File: src/rtl/imm_extender.sv
// imm_extender: pipelined immediate extender (SEXT/ZEXT/UPPER/BRANCH) with a two-entry skid buffer.
// Optional feature: define IMMEXT_STATS_EN to add io_count, a saturating count of completed outputs.
module imm_extender #(
    parameter int IN_W  = 16,
    parameter int OUT_W = 32
) (
    input  logic             clock,
    input  logic             reset,
    input  logic             io_in_valid,
    output logic             io_in_ready,
    input  logic [IN_W-1:0]  io_in_imm,
    input  logic [1:0]       io_in_mode,
    output logic             io_out_valid,
    input  logic             io_out_ready,
    output logic [OUT_W-1:0] io_out_imm
`ifdef IMMEXT_STATS_EN
    ,
    output logic [15:0]      io_count
`endif
);

    generate
        if (IN_W < 2 || OUT_W < IN_W + 2) begin : g_bad_width
            $error("imm_extender: need IN_W >= 2 and OUT_W >= IN_W + 2");
        end
    endgenerate

    typedef enum logic [1:0] {EMPTY, ONE, FULL} state_t;

    state_t           state_q, state_d;
    logic [OUT_W-1:0] main_q, main_d, skid_q, skid_d;
    logic             out_valid_q, in_ready_q;
    logic [OUT_W-1:0] sext, zext, upper, res;
    logic             in_fire, out_fire;

    assign in_fire      = io_in_valid & in_ready_q;
    assign out_fire     = out_valid_q & io_out_ready;
    assign io_in_ready  = in_ready_q;
    assign io_out_valid = out_valid_q;
    assign io_out_imm   = main_q;

    // Extend the incoming immediate according to the requested mode.
    always_comb begin
        sext  = {{(OUT_W-IN_W){io_in_imm[IN_W-1]}}, io_in_imm};
        zext  = {{(OUT_W-IN_W){1'b0}}, io_in_imm};
        upper = {io_in_imm, {(OUT_W-IN_W){1'b0}}};
        res   = (io_in_mode == 2'd0) ? sext :
                (io_in_mode == 2'd1) ? zext :
                (io_in_mode == 2'd2) ? upper : sext << 2;
    end

    // Skid-buffer next state: MAIN always holds the oldest entry, SKID the younger one.
    always_comb begin
        state_d = state_q;
        main_d  = main_q;
        skid_d  = skid_q;
        case (state_q)
            EMPTY: begin
                if (in_fire) begin
                    main_d  = res;
                    state_d = ONE;
                end
            end
            ONE: begin
                if (in_fire && out_fire) begin
                    main_d = res;
                end else if (in_fire) begin
                    skid_d  = res;
                    state_d = FULL;
                end else if (out_fire) begin
                    state_d = EMPTY;
                end
            end
            FULL: begin
                if (out_fire) begin
                    main_d  = skid_q;
                    state_d = ONE;
                end
            end
            default: state_d = EMPTY;
        endcase
    end

    // Register state and outputs; ready and valid come from next state so both are pure flops.
    always_ff @(posedge clock) begin
        if (reset) begin
            state_q     <= EMPTY;
            main_q      <= '0;
            skid_q      <= '0;
            out_valid_q <= 1'b0;
            in_ready_q  <= 1'b1;
        end else begin
            state_q     <= state_d;
            main_q      <= main_d;
            skid_q      <= skid_d;
            out_valid_q <= state_d != EMPTY;
            in_ready_q  <= state_d != FULL;
        end
    end

`ifdef IMMEXT_STATS_EN
    logic [15:0] count_q;
    assign io_count = count_q;

    // Count completed outputs, saturating at all-ones.
    always_ff @(posedge clock) begin
        if (reset) count_q <= '0;
        else if (out_fire && count_q != 16'hFFFF) count_q <= count_q + 16'd1;
    end
`endif

endmodule

File: config.mk
export PLATFORM = sky130hd
export DESIGN_NAME = imm_extender
export DESIGN_NICKNAME = d
export VERILOG_FILES = /design/src/rtl/imm_extender.sv
export SDC_FILE = /design/constraint.sdc
export NUM_CORES = 1
export LEC_CHECK = 0
export ABC_AREA = 1
export CORE_UTILIZATION = 53
export DETAILED_ROUTE_END_ITERATION = 12
export GPL_TIMING_DRIVEN = 0
export PLACE_DENSITY = 0.83
export SKIP_CTS_REPAIR_TIMING = 1
export SKIP_LAST_GASP = 1
export SYNTH_ARGS = -nofsm -noshare
export SYNTH_HDL_FRONTEND = slang
export SYNTH_SLANG_ARGS = --single-unit
File: constraint.sdc
create_clock -name clock -period 1.45 [get_ports clock]
set_clock_uncertainty 0.05 [all_clocks]
set_input_delay 0.29 -clock clock [delete_from_list [all_inputs] [get_ports clock]]
set_output_delay 0.29 -clock clock [all_outputs]
set_load 0.01 [all_outputs]
## Word-level counts from Yosys, hierarchy flattened

Index checks and enable logic that the tools add are counted.

- Output and inout port bits: 34
- Register bits: 68
- Logic and storage cells: 36

- Bitwise logic cells: 3
- Mux-type cells: 13
- Reductions and logical operators: 7
- Eq/ne operators: 8

Operators with widths:

| kind | number |
|---|---|
| 32-bit two-way mux | 5 |
| 32-bit case mux with 3 select lines | 1 |
| 31-bit two-way mux | 1 |
| 2-bit two-way mux | 5 |
| 2-bit != test (second input constant) | 4 |
| 2-bit case mux with 3 select lines | 1 |
| 2-bit by 1-bit == test with 1-bit output (second input constant) | 2 |
| 2-bit == test (second input constant) | 2 |
| 2-bit zero test | 2 |
| 4-bit AND reduction | 1 |
| 3-bit AND reduction | 1 |
| 3-bit nonzero test | 1 |
| 1-bit AND | 2 |
| 2-bit nonzero test | 1 |
| 1-bit logical AND | 1 |
| 1-bit inverter | 1 |

## Logic depth before layout (Yosys ltp)

Gate-level depths: netlist of run 1.

- Depth in word-level cells: 6
- Mapped depth: 10
- Gate-level depth less buffers: 8

## Worst setup path after synthesis of run 1

OpenSTA, ideal clock, no wires.

- Kind: in2reg
- Start: input port io_in_mode[1]
- End: register main_q[20], in the netlist io_out_imm[20]
- Slack: 103 ps
- Data arrival time: 1,188 ps
- Stages: 10
- Buffers on the path: 2
- Required time: 1,291 ps
- Cell sequence: buf_4 > inv_1 > nand2_1 > nand2_1 > nand2_2 > buf_4 > nand3_1 > nand2_1 > nand2_1 > inv_1

- Word-level cells in the longest chain between the ends: 6
- Elaborated cells on any way between the ends: 9
- Classes of those cells: eq/ne: 2; mux: 6; reduce/logical: 1

Ends and longest elaborated chain:

| item | line | text |
|---|---|---|
| start, declared | 12 | `input logic [1:0] io_in_mode,` |
| 2-bit == test | 49 | `(io_in_mode == 2'd2) ? upper : sext << 2;` |
| 31-bit two-way mux | 49 |  |
| 32-bit two-way mux | 48 | `(io_in_mode == 2'd1) ? zext :` |
| 32-bit two-way mux (*) | 47 | `res = (io_in_mode == 2'd0) ? sext :` |
| 32-bit two-way mux (on tied branches) | 65, 59 |  |
| 32-bit case mux with 3 select lines (*) | 57 | `case (state_q)` |
| end signal, assigned | 94 | `main_q <= main_d;` |
| end, declared | 31 | `logic [OUT_W-1:0] main_q, main_d, skid_q, skid_d;` |

Mark *: on every way between the ends. The rest lies on a longest branch, timed or not. The select of a mux whose other input is x is not followed.
A chain may end at the register's enable or synchronous reset.

## Worst setup path after layout of run 1

- Start: register state_q[0]
- End: register skid_q[31]

- Word-level cells in the longest chain between the ends: 2

Ends and longest elaborated chain:

| item | line | text |
|---|---|---|
| start, declared | 30 | `state_t state_q, state_d;` |
| start signal, assigned | 93 | `state_q <= state_d;` |
| 2-bit by 1-bit == test with 1-bit output | 57 |  |
| 3-bit AND reduction (no source line) | - |  |
| end signal, assigned | 95 | `skid_q <= skid_d;` |
| end, declared | 31 |  |

No other way between the ends.

==> results of run 1 <==
metal layers:
layer  vias to the layer above  track usage, %  share of wire [%]
li1                       1848               -                  -
met1                      1648            33.9                 41
met2                       195            45.2                 48
met3                        34            4.67                8.1
met4                         0            15.0                3.2
met5                         -               0                  0
cell usage after synthesis, types with 2 or more instances:
cell	instances
o21ai_0	10
inv_2	2
clkbuf_1	13
nand2_1	159
nor2_1	94
nand2_2	3
inv_1	97
nand3_1	35
buf_6	3
buf_2	14
o22ai_1	13
a21oi_1	49
buf_4	2
dfxtp_1	68
sequential cells by signal, summed over array words and instances (netlist names):
name / flops
skid_q: 32
state_q: 2
io_out_valid: 1
io_out_imm: 32
io_in_ready: 1
report_power, final:
| part | internal (mW) | switching, mW | total, mW |
|---|---|---|---|
| combinational | 0.720 | 0.982 | 1.70 |
| clock | 0.700 | 0.709 | 1.41 |
| sequential | 2.13 | 0.122 | 2.25 |
logic make-up after synthesis:
| kind of cell | Yosys count | synth area share (%) |
|---|---|---|
| and+or+nand+nor | 294 | 33.7 |
| AOI/OAI and AO/OA | 73 | 11.1 |
| buffers and inverters | 133 | 15.8 |
| DFF | 68 | 39.3 |
stage by stage:
stage	util [%]	setup TNS (ns)	cells	hold WS, ns
2_1_floorplan	-	0	568	0.374
3_3_place_gp	64.7	-26.99	698	0.386
3_5_place_dp	64.7	-28.78	698	0.396
4_1_cts	67.4	-10.27	713	0.292
5_1_grt	70.3	-0.223	715	0.319
6_report	70.3	0	715	0.295
path summary, 6_finish.rpt:
kind | endpoint | slack [ns] | depth (start not counted)
max reg2reg | skid_q[31] | 0.05 | 7
max | skid_q[31] | 0.05 | 7
min reg2reg | skid_q[0] | 0.41 | 2
min | io_out_imm[27] | 0.29 | 4
worst reg2reg max path: stages (launching register included):
cell,delay [ns]
dfxtp_4,0.39
inv_2,0.05
nor2_1,0.09
nand3_1,0.11
buf_6,0.16
clkbuf_4,0.19
a21oi_1,0.17
nor2_1,0.06
cell type report:
class / instances / area share [%]
clock buffer: 13 / 3.58
buffer: 33 / 4.59
multi-input combinational: 367 / 35.8
tap: 77 / 2.17
inverter: 100 / 8.51
timing repair buffer: 55 / 14.3
sequential: 68 / 30.8
clock inverter: 2 / 0.225
==> impl_results.md, run 1 <==
- Iter 0 DRT Violations: 328
- Worst hold-check path type: primary input to flip-flop
- Mean post-synth cell area: 6.09 µm²
- Overall Global Routing Usage: 27.4%
- Min-delay src: reset
- Number of I/O port buffers: 53
- Largest net degree at the start of global routing: 11
- Commonest non-fill, non-tap cell in the layout: nand2_1
- Clock Latency Late Sink: 0.36 ns
- Startpoint Class: flip-flop
- CP max stage delay: 0.39 ns
- Root Driver: clkbuf_8
- Detailed Route WL: 9400 µm
- CTS buffer count: 9
- CTS sink cnt: 68
- Register area: 0.00137 mm²
- Outcome: finished, final reports clean
- First-pass GRT wire length: 15000 µm
- Vias in the first global route: 3313
- Critical path endpoint category: flip-flop
- Layout cells sized above 1: 8.46%
- Die width: 82.8 µm
- Worst rel slew slack: 64.5%
- Via/cell ratio: 5.21
- Commonest non-fill, non-tap cells in the layout: nand2_1 (157), inv_1 (97), nor2_1 (94)
- Total grt overflow: 0
- Worst-path cell chain: inv_2 > nor2_1 > nand3_1 > buf_6 > clkbuf_4 > a21oi_1 > nor2_1
- Crit path kind: flip-flop to flip-flop
- Wire per inst: 13.1 µm
- Syn Nets: 590
- Clock period minus worst slack: 1.40 ns
- Cells after Synth: 568
- Max Cap Viol: 0
- CORE AREA: 0.00631 mm²
- Die Y-Extent: 82.8 µm
- Dpl ws: -0.559 ns
- Design area: 0.00444 mm²
- Clk buf depth: 2
- Hpwl dp: 6570 µm
- Critical Path Slowest Stage Cell: dfxtp_4
- Final Max Slew Viols: 0
- Crit path from: state_q[0]
- Starting Density: 54.8%
- Post-synth top area share: 39.3%
- Count of final setup violators: 0
- Period utilization: 96.3%
- Post-synthesis cell area: 0.00346 mm²
- Power per cell area: 1210 mW/mm²
- Vias: 3725
- Placer Congestion: 0.950
- H-tree Lvls: 3
- Max VDD drop: 0.000732 V
- Cell taking the most area after synthesis: dfxtp_1
- Sequential-to-total area share from yosys stat: 39.3%
- Hold Violations, Final: 0
- CP delay by family, top: buffers and inverters
- Max Freq: 716 MHz
- Drt drc: 0
- Row count: 29
- EDFF count, synth: 0
- Crit path buffers/inverters: 3
- Worst Path Required: 1.63 ns
- Yosys warning total: 0
- Worst setup slack after layout: 0.0542 ns
- Most used DFF post-synth: dfxtp_1
- Initial antenna violation count: 0
- CP Data Arrival Time: 1.57 ns
- Count of cell types in the netlist: 20
- Initial DRT Pass Iterations: 5
- Final net count: 656
- R2r startpoint: state_q[0]
- Die area: 0.00686 mm²
- Final ANT Viol Nets: 0
- Design Power: 5.36 mW
- Ant diodes: 0
- CTS tree: yes
- Area grow syn2layout: 28.3%
- Clock slew at reported path FFs: 0.07 ns
- Top cell by count, worst path: nor2_1
- Critical-path maximum fanout: 10
- Lkg Pwr: 2.70 nW
- Fraction of registers with async set/reset: 0%
- Area of the multi-input gates: 0.00159 mm²
- Largest cells by area after synthesis: dfxtp_1 (39%), nand2_1 (17%), inv_1 (11%), nor2_1 (10%), a21oi_1 (7.1%)
- Placed Area: 0.00409 mm²
- Synth Register Bits: 68
- # fillers: 522
- # IOs: 56
- Tightest Pin Transition: 0.532 ns
Power figures use the tool's default switching activity.
==> run 2: changes to the inputs <==
--- a/config.mk
+++ b/config.mk
@@ -6,6 +6,7 @@
 export NUM_CORES = 1
 export LEC_CHECK = 0
 export ABC_AREA = 1
+export CORE_MARGIN = 4
 export CORE_UTILIZATION = 53
 export DETAILED_ROUTE_END_ITERATION = 12
 export GPL_TIMING_DRIVEN = 0
==> impl_results.md, run 2 (same netlist as run 1, synthesis figures left out) <==
- Outcome: finished, final reports clean
- Drt drc: 0 (unchanged)
- # IOs: 56 (unchanged)
- Total grt overflow: 0 (unchanged)
- CP Data Arrival Time: 1.61 ns (+0.04 ns)
- Final hold slack: 0.289 ns (-0.00608 ns)
- Root Driver: clkbuf_8
- Critical-path maximum fanout: 10 (unchanged)
- Die area: 0.00789 mm² (+15%)
- Power per cell area: 1290 mW/mm² (+6.6%)
- Die width: 88.8 µm (+7.2%)
- # fillers: 496 (-5.0%)
- Row count: 29 (unchanged)
- Count of final setup violators: 0 (unchanged)
- Worst hold-check path type: primary input to flip-flop
- Final net count: 658 (+0.30%)
- Number of I/O port buffers: 53 (unchanged)
- Sw power: 1.86 mW (+2.6%)
- Via/cell ratio: 5.09 (-2.2%)
- Vias in the first global route: 3428 (+3.5%)
- Tightest Pin Transition: 0.509 ns (-0.0235 ns)
- Detailed Route WL: 9470 µm (+0.79%)
- Max Cap Viol: 0 (unchanged)
- Starting Density: 54.5% (-0.31 points)
- Largest net degree at the start of global routing: 12 (+1)
- Clock slew at reported path FFs: 0.08 ns (about the same)
- Worst setup slack after layout: 0.0308 ns (-0.0234 ns)
- Int Pwr: 3.97 mW (+12%)
- Post-layout util: 71.3% (+0.96 points)
- Clock period minus worst slack: 1.42 ns (+0.0234 ns)
- Design area: 0.00453 mm² (+1.9%)
- Area grow syn2layout: 30.8%
- Die Y-Extent: 88.8 µm (+7.2%)
- Vias: 3657 (-1.8%)
- Max Freq: 705 MHz (-1.6%)
- Final ANT Viol Nets: 0 (unchanged)
- Commonest non-fill, non-tap cells in the layout: nand2_1 (157), inv_1 (97), nor2_1 (93)
- Hpwl dp: 6710 µm (+2.1%)
- Clk buf depth: 2 (unchanged)
- Initial DRT Pass Iterations: 5 (unchanged)
- Final Max Slew Viols: 0 (unchanged)
- Dpl ws: -0.522 ns (+0.0372 ns)
- Layout cells sized above 1: 9.52% (+1.1 points)
- Placed Area: 0.00409 mm² (unchanged)
- H-tree Lvls: 3 (unchanged)
- CTS sink cnt: 68 (unchanged)
- Max VDD drop: 0.000810 V (+11%)
- Sw Share: 31.9% (-1.9 points)
- Ant diodes: 0 (unchanged)
- Iter 0 DRT Violations: 266 (-19%)
- Sequential share of power: 38.5% (-3.5 points)
- CTS tree: yes
- Wire per inst: 13.2 µm (+0.37%)
- Clock Power Share: 32.1% (+5.8 points)
- Period utilization: 97.9% (+1.6 points)
- Placer Congestion: 0.946 (-0.42%)
- Gate power share: 29.3% (-2.4 points)
- Clock Latency Late Sink: 0.36 ns (about the same)
- Startpoint Class: flip-flop
- CTS buffer count: 9 (unchanged)
- CORE AREA: 0.00635 mm² (+0.57%)
- Commonest non-fill, non-tap cell in the layout: nand2_1
- Lkg Pwr: 2.73 nW (+1.3%)
- Critical path endpoint category: flip-flop
- RSZ-0062 raised after global routing: yes
- Hold Violations, Final: 0 (unchanged)
- Crit path kind: flip-flop to flip-flop
- First-pass GRT wire length: 15600 µm (+4.3%)
- Overall Global Routing Usage: 25.6% (-1.8 points)
- Worst Path Required: 1.64 ns (about the same)
- Worst rel slew slack: 66.1% (+1.6 points)
- Initial antenna violation count: 0 (unchanged)
## run 2: cell count changes in the layout (fill, tap and decap cells not counted), moves of 2 or more
| cell | previous run | this run |
|---|---|---|
| buf_2 | 11 | 7 |
| buf_4 | 7 | 9 |
| bufinv_16 | 0 | 2 |
| clkbuf_2 | 2 | 4 |
| clkbuf_4 | 3 | 5 |
| clkinv_2 | 2 | 0 |
| dfxtp_2 | 0 | 2 |
## run 2: routing by layer
layer	wire length (µm)	vias to the layer above	GRT usage [%]
li1	-	1848	-
met1	3990	1649	31.6
met2	4630	142	42.8
met3	650	18	5.49
met4	204	0	10.7
met5	0	-	0
## run 2: worst paths after layout
kind                            slack (ns)             end  depth (start not counted)        from
worst max-delay path                  0.03   io_out_imm[0]                          7  state_q[1]
worst min-delay path                  0.29  io_out_imm[29]                          4       reset
worst max register to register        0.03   io_out_imm[0]                          7  state_q[1]
worst min register to register        0.41       skid_q[0]                          2   skid_q[0]
## run 2: power groups by stage
| stage | clock (mW) | sequential [mW] | combinational (mW) |
|---|---|---|---|
| after detailed placement | 0 | 2.29 | 1.66 |
| final | 1.87 | 2.25 | 1.71 |
| after global placement | 0 | 2.28 | 1.62 |
| after floorplan | 0 | 2.36 | 0.944 |
| after CTS | 1.87 | 2.25 | 1.67 |
| after global routing | 1.97 | 2.27 | 1.93 |
## run 2: metrics by stage
stage | setup TNS, ns | std cells | power [mW]
2_1_floorplan | 0 | 568 | 3.30
3_3_place_gp | -26.22 | 698 | 3.90
3_5_place_dp | -27.77 | 698 | 3.95
4_1_cts | -8.99 | 714 | 5.79
5_1_grt | -0.134 | 718 | 6.17
6_report | 0 | 718 | 5.83
## run 2: area by class of cell
cell class	count	area, µm²	share of cell area (%)
buffer	33	205	4.53
clock buffer	13	169	3.73
clock inverter	3	67.6	1.49
inverter	100	375	8.29
multi-input combinational	367	1600	35.2
sequential	68	1370	30.2
tap	77	96.3	2.13
timing repair buffer	57	651	14.4
## run 2: worst max-delay path, cell delays in order (launching register included)
cell	delay [ns]
dfxtp_2	0.36
inv_2	0.10
nand3_2	0.10
nand2_4	0.10
nand2_2	0.06
buf_2	0.20
o21ai_0	0.26
nor2_1	0.06
==> run 3: changes to the inputs <==
==> constraint.sdc (replaced) <==
create_clock -name clock -period 1.45 [get_ports clock]
set_clock_uncertainty 0.05 [all_clocks]
set_input_delay 0.145 -clock clock [delete_from_list [all_inputs] [get_ports clock]]
set_output_delay 0.145 -clock clock [all_outputs]
set_load 0.01 [all_outputs]
==> impl_results.md, run 3 (same netlist as run 1, synthesis figures left out) <==
- CP Data Arrival Time: 1.23 ns (-0.38 ns)
- Worst hold-check path type: primary input to flip-flop
- CTS sink cnt: 68 (unchanged)
- Max Freq: 704 MHz (-0.11%)
- Number of I/O port buffers: 53 (unchanged)
- Placed cell count: 698 (unchanged)
- Overall Global Routing Usage: 25.6% (unchanged)
- Die width: 88.8 µm (unchanged)
- Fin Setup TNS: 0 ns (unchanged)
- Root Driver: clkbuf_8
- Clock slew at reported path FFs: 0.08 ns (about the same)
- Final hold slack: 0.149 ns (-0.140 ns)
- CORE AREA: 0.00635 mm² (unchanged)
- Lkg Pwr: 2.50 nW (-8.4%)
- Worst Path Required: 1.25 ns (-0.39 ns)
- Sw Share: 31.7% (-0.15 points)
- Crit path buffers/inverters: 1 (-1)
- Final Max Slew Viols: 0 (unchanged)
- Power per cell area: 1300 mW/mm² (+1.3%)
- Sequential share of power: 38.6% (about the same)
- Gate power share: 29.5% (+0.2 points)
- Period utilization: 98.0% (+0.11 points)
- CTS buffer count: 9 (unchanged)
- RSZ-0062 raised after global routing: yes
- Post-layout util: 70.5% (-0.83 points)
- Placer Congestion: 0.946 (unchanged)
- Detailed Route WL: 9470 µm (about the same)
- Placed Area: 0.00409 mm² (unchanged)
- Design Power: 5.83 mW (about the same)
- Crit path kind: flip-flop to output port
- Vias: 3680 (+0.63%)
- CTS tree: yes
- First-pass GRT wire length: 15600 µm (unchanged)
- CP max stage delay: 0.54 ns (+0.18 ns)
- Via/cell ratio: 5.13 (+0.77%)
- Vias in the first global route: 3428 (unchanged)
- Outcome: finished, final reports clean
- CP delay by family, top: buffers and inverters
- Worst rel slew slack: 66.9% (+0.78 points)
- Die area: 0.00789 mm² (unchanged)
- Largest net degree at the start of global routing: 12 (unchanged)
- Row count: 29 (unchanged)
- Design area: 0.00447 mm² (-1.2%)
- Critical Path Slowest Stage Cell: clkdlybuf4s50_1
- Startpoint Class: flip-flop
- Commonest non-fill, non-tap cell in the layout: nand2_1
- Wire per inst: 13.2 µm (about the same)
- Clock period minus worst slack: 1.42 ns (+0.00156 ns)
- Initial DRT Pass Iterations: 5 (unchanged)
- # IOs: 56 (unchanged)
- Total grt overflow: 0 (unchanged)
- Dpl ws: -0.377 ns (+0.145 ns)
- Worst-path cell chain: clkdlybuf4s50_1
- Tightest Pin Transition: 0.497 ns (-0.0117 ns)
- Post-Layout Cell Count: 717 (-0.14%)
- Int Pwr: 3.98 mW (+0.30%)
- Layout cells sized above 1: 9.53% (+0.015 points)
- Area of the multi-input gates: 0.00159 mm² (-0.16%)
- Area grow syn2layout: 29.3%
- Ant diodes: 0 (unchanged)
- Clock Latency Late Sink: 0.35 ns (about the same)
- Critical path endpoint category: output port
- Final net count: 657 (-0.15%)
- Die Y-Extent: 88.8 µm (unchanged)
- Hpwl dp: 6710 µm (unchanged)
- Worst setup slack after layout: 0.0292 ns (-0.00156 ns)
- Max Cap Viol: 0 (unchanged)
- Iter 0 DRT Violations: 296 (+11%)
- Drt drc: 0 (unchanged)
- Clk buf depth: 2 (unchanged)
- Count of final setup violators: 0 (unchanged)
- Critical-path maximum fanout: 2 (-8)
- H-tree Lvls: 3 (unchanged)
- Sw power: 1.85 mW (-0.40%)
- Starting Density: 54.5% (unchanged)
- Commonest non-fill, non-tap cells in the layout: nand2_1 (158), inv_1 (97), nor2_1 (91)
- Initial antenna violation count: 0 (unchanged)
- Register area: 0.00137 mm² (unchanged)
- Hold Violations, Final: 0 (unchanged)
- # fillers: 505 (+1.8%)
- Max VDD drop: 0.000812 V (+0.25%)
- Clock Power Share: 31.9% (-0.2 points)
- Final ANT Viol Nets: 0 (unchanged)
[run 3: worst paths after layout]
check / start / to / slack, ns / cells after the start
setup / recovery: io_out_imm[2] / io_out_imm[2] / 0.03 / 1
hold / removal: reset / io_out_imm[29] / 0.15 / 4
setup reg to reg: state_q[1] / io_out_imm[0] / 0.04 / 7
hold reg to reg: skid_q[15] / skid_q[15] / 0.41 / 2
[run 3: area by class of cell]
cell class | count | share of cell area [%]
Multi-Input combinational cell | 367 | 35.6
Sequential cell | 68 | 30.6
Timing Repair Buffer | 56 | 13.5
Inverter | 100 | 8.39
Buffer | 33 | 4.47
Clock buffer | 13 | 3.78
Tap cell | 77 | 2.15
Clock inverter | 3 | 1.51
[run 3: power by group through the flow]
stage	clock [mW]	sequential, mW	combinational (mW)
floorplan	0	2.36	0.944
global placement	0	2.28	1.62
detailed placement	0	2.29	1.66
CTS	1.87	2.25	1.67
global route	1.97	2.27	1.94
finish	1.86	2.25	1.72
[run 3: per-layer routing]
metal	vias up	global-route usage [%]	part of all wire, %
li1	1844	-	-
met1	1672	31.6	42
met2	150	42.8	49
met3	14	5.49	6.9
met4	0	10.7	1.7
met5	-	0	0
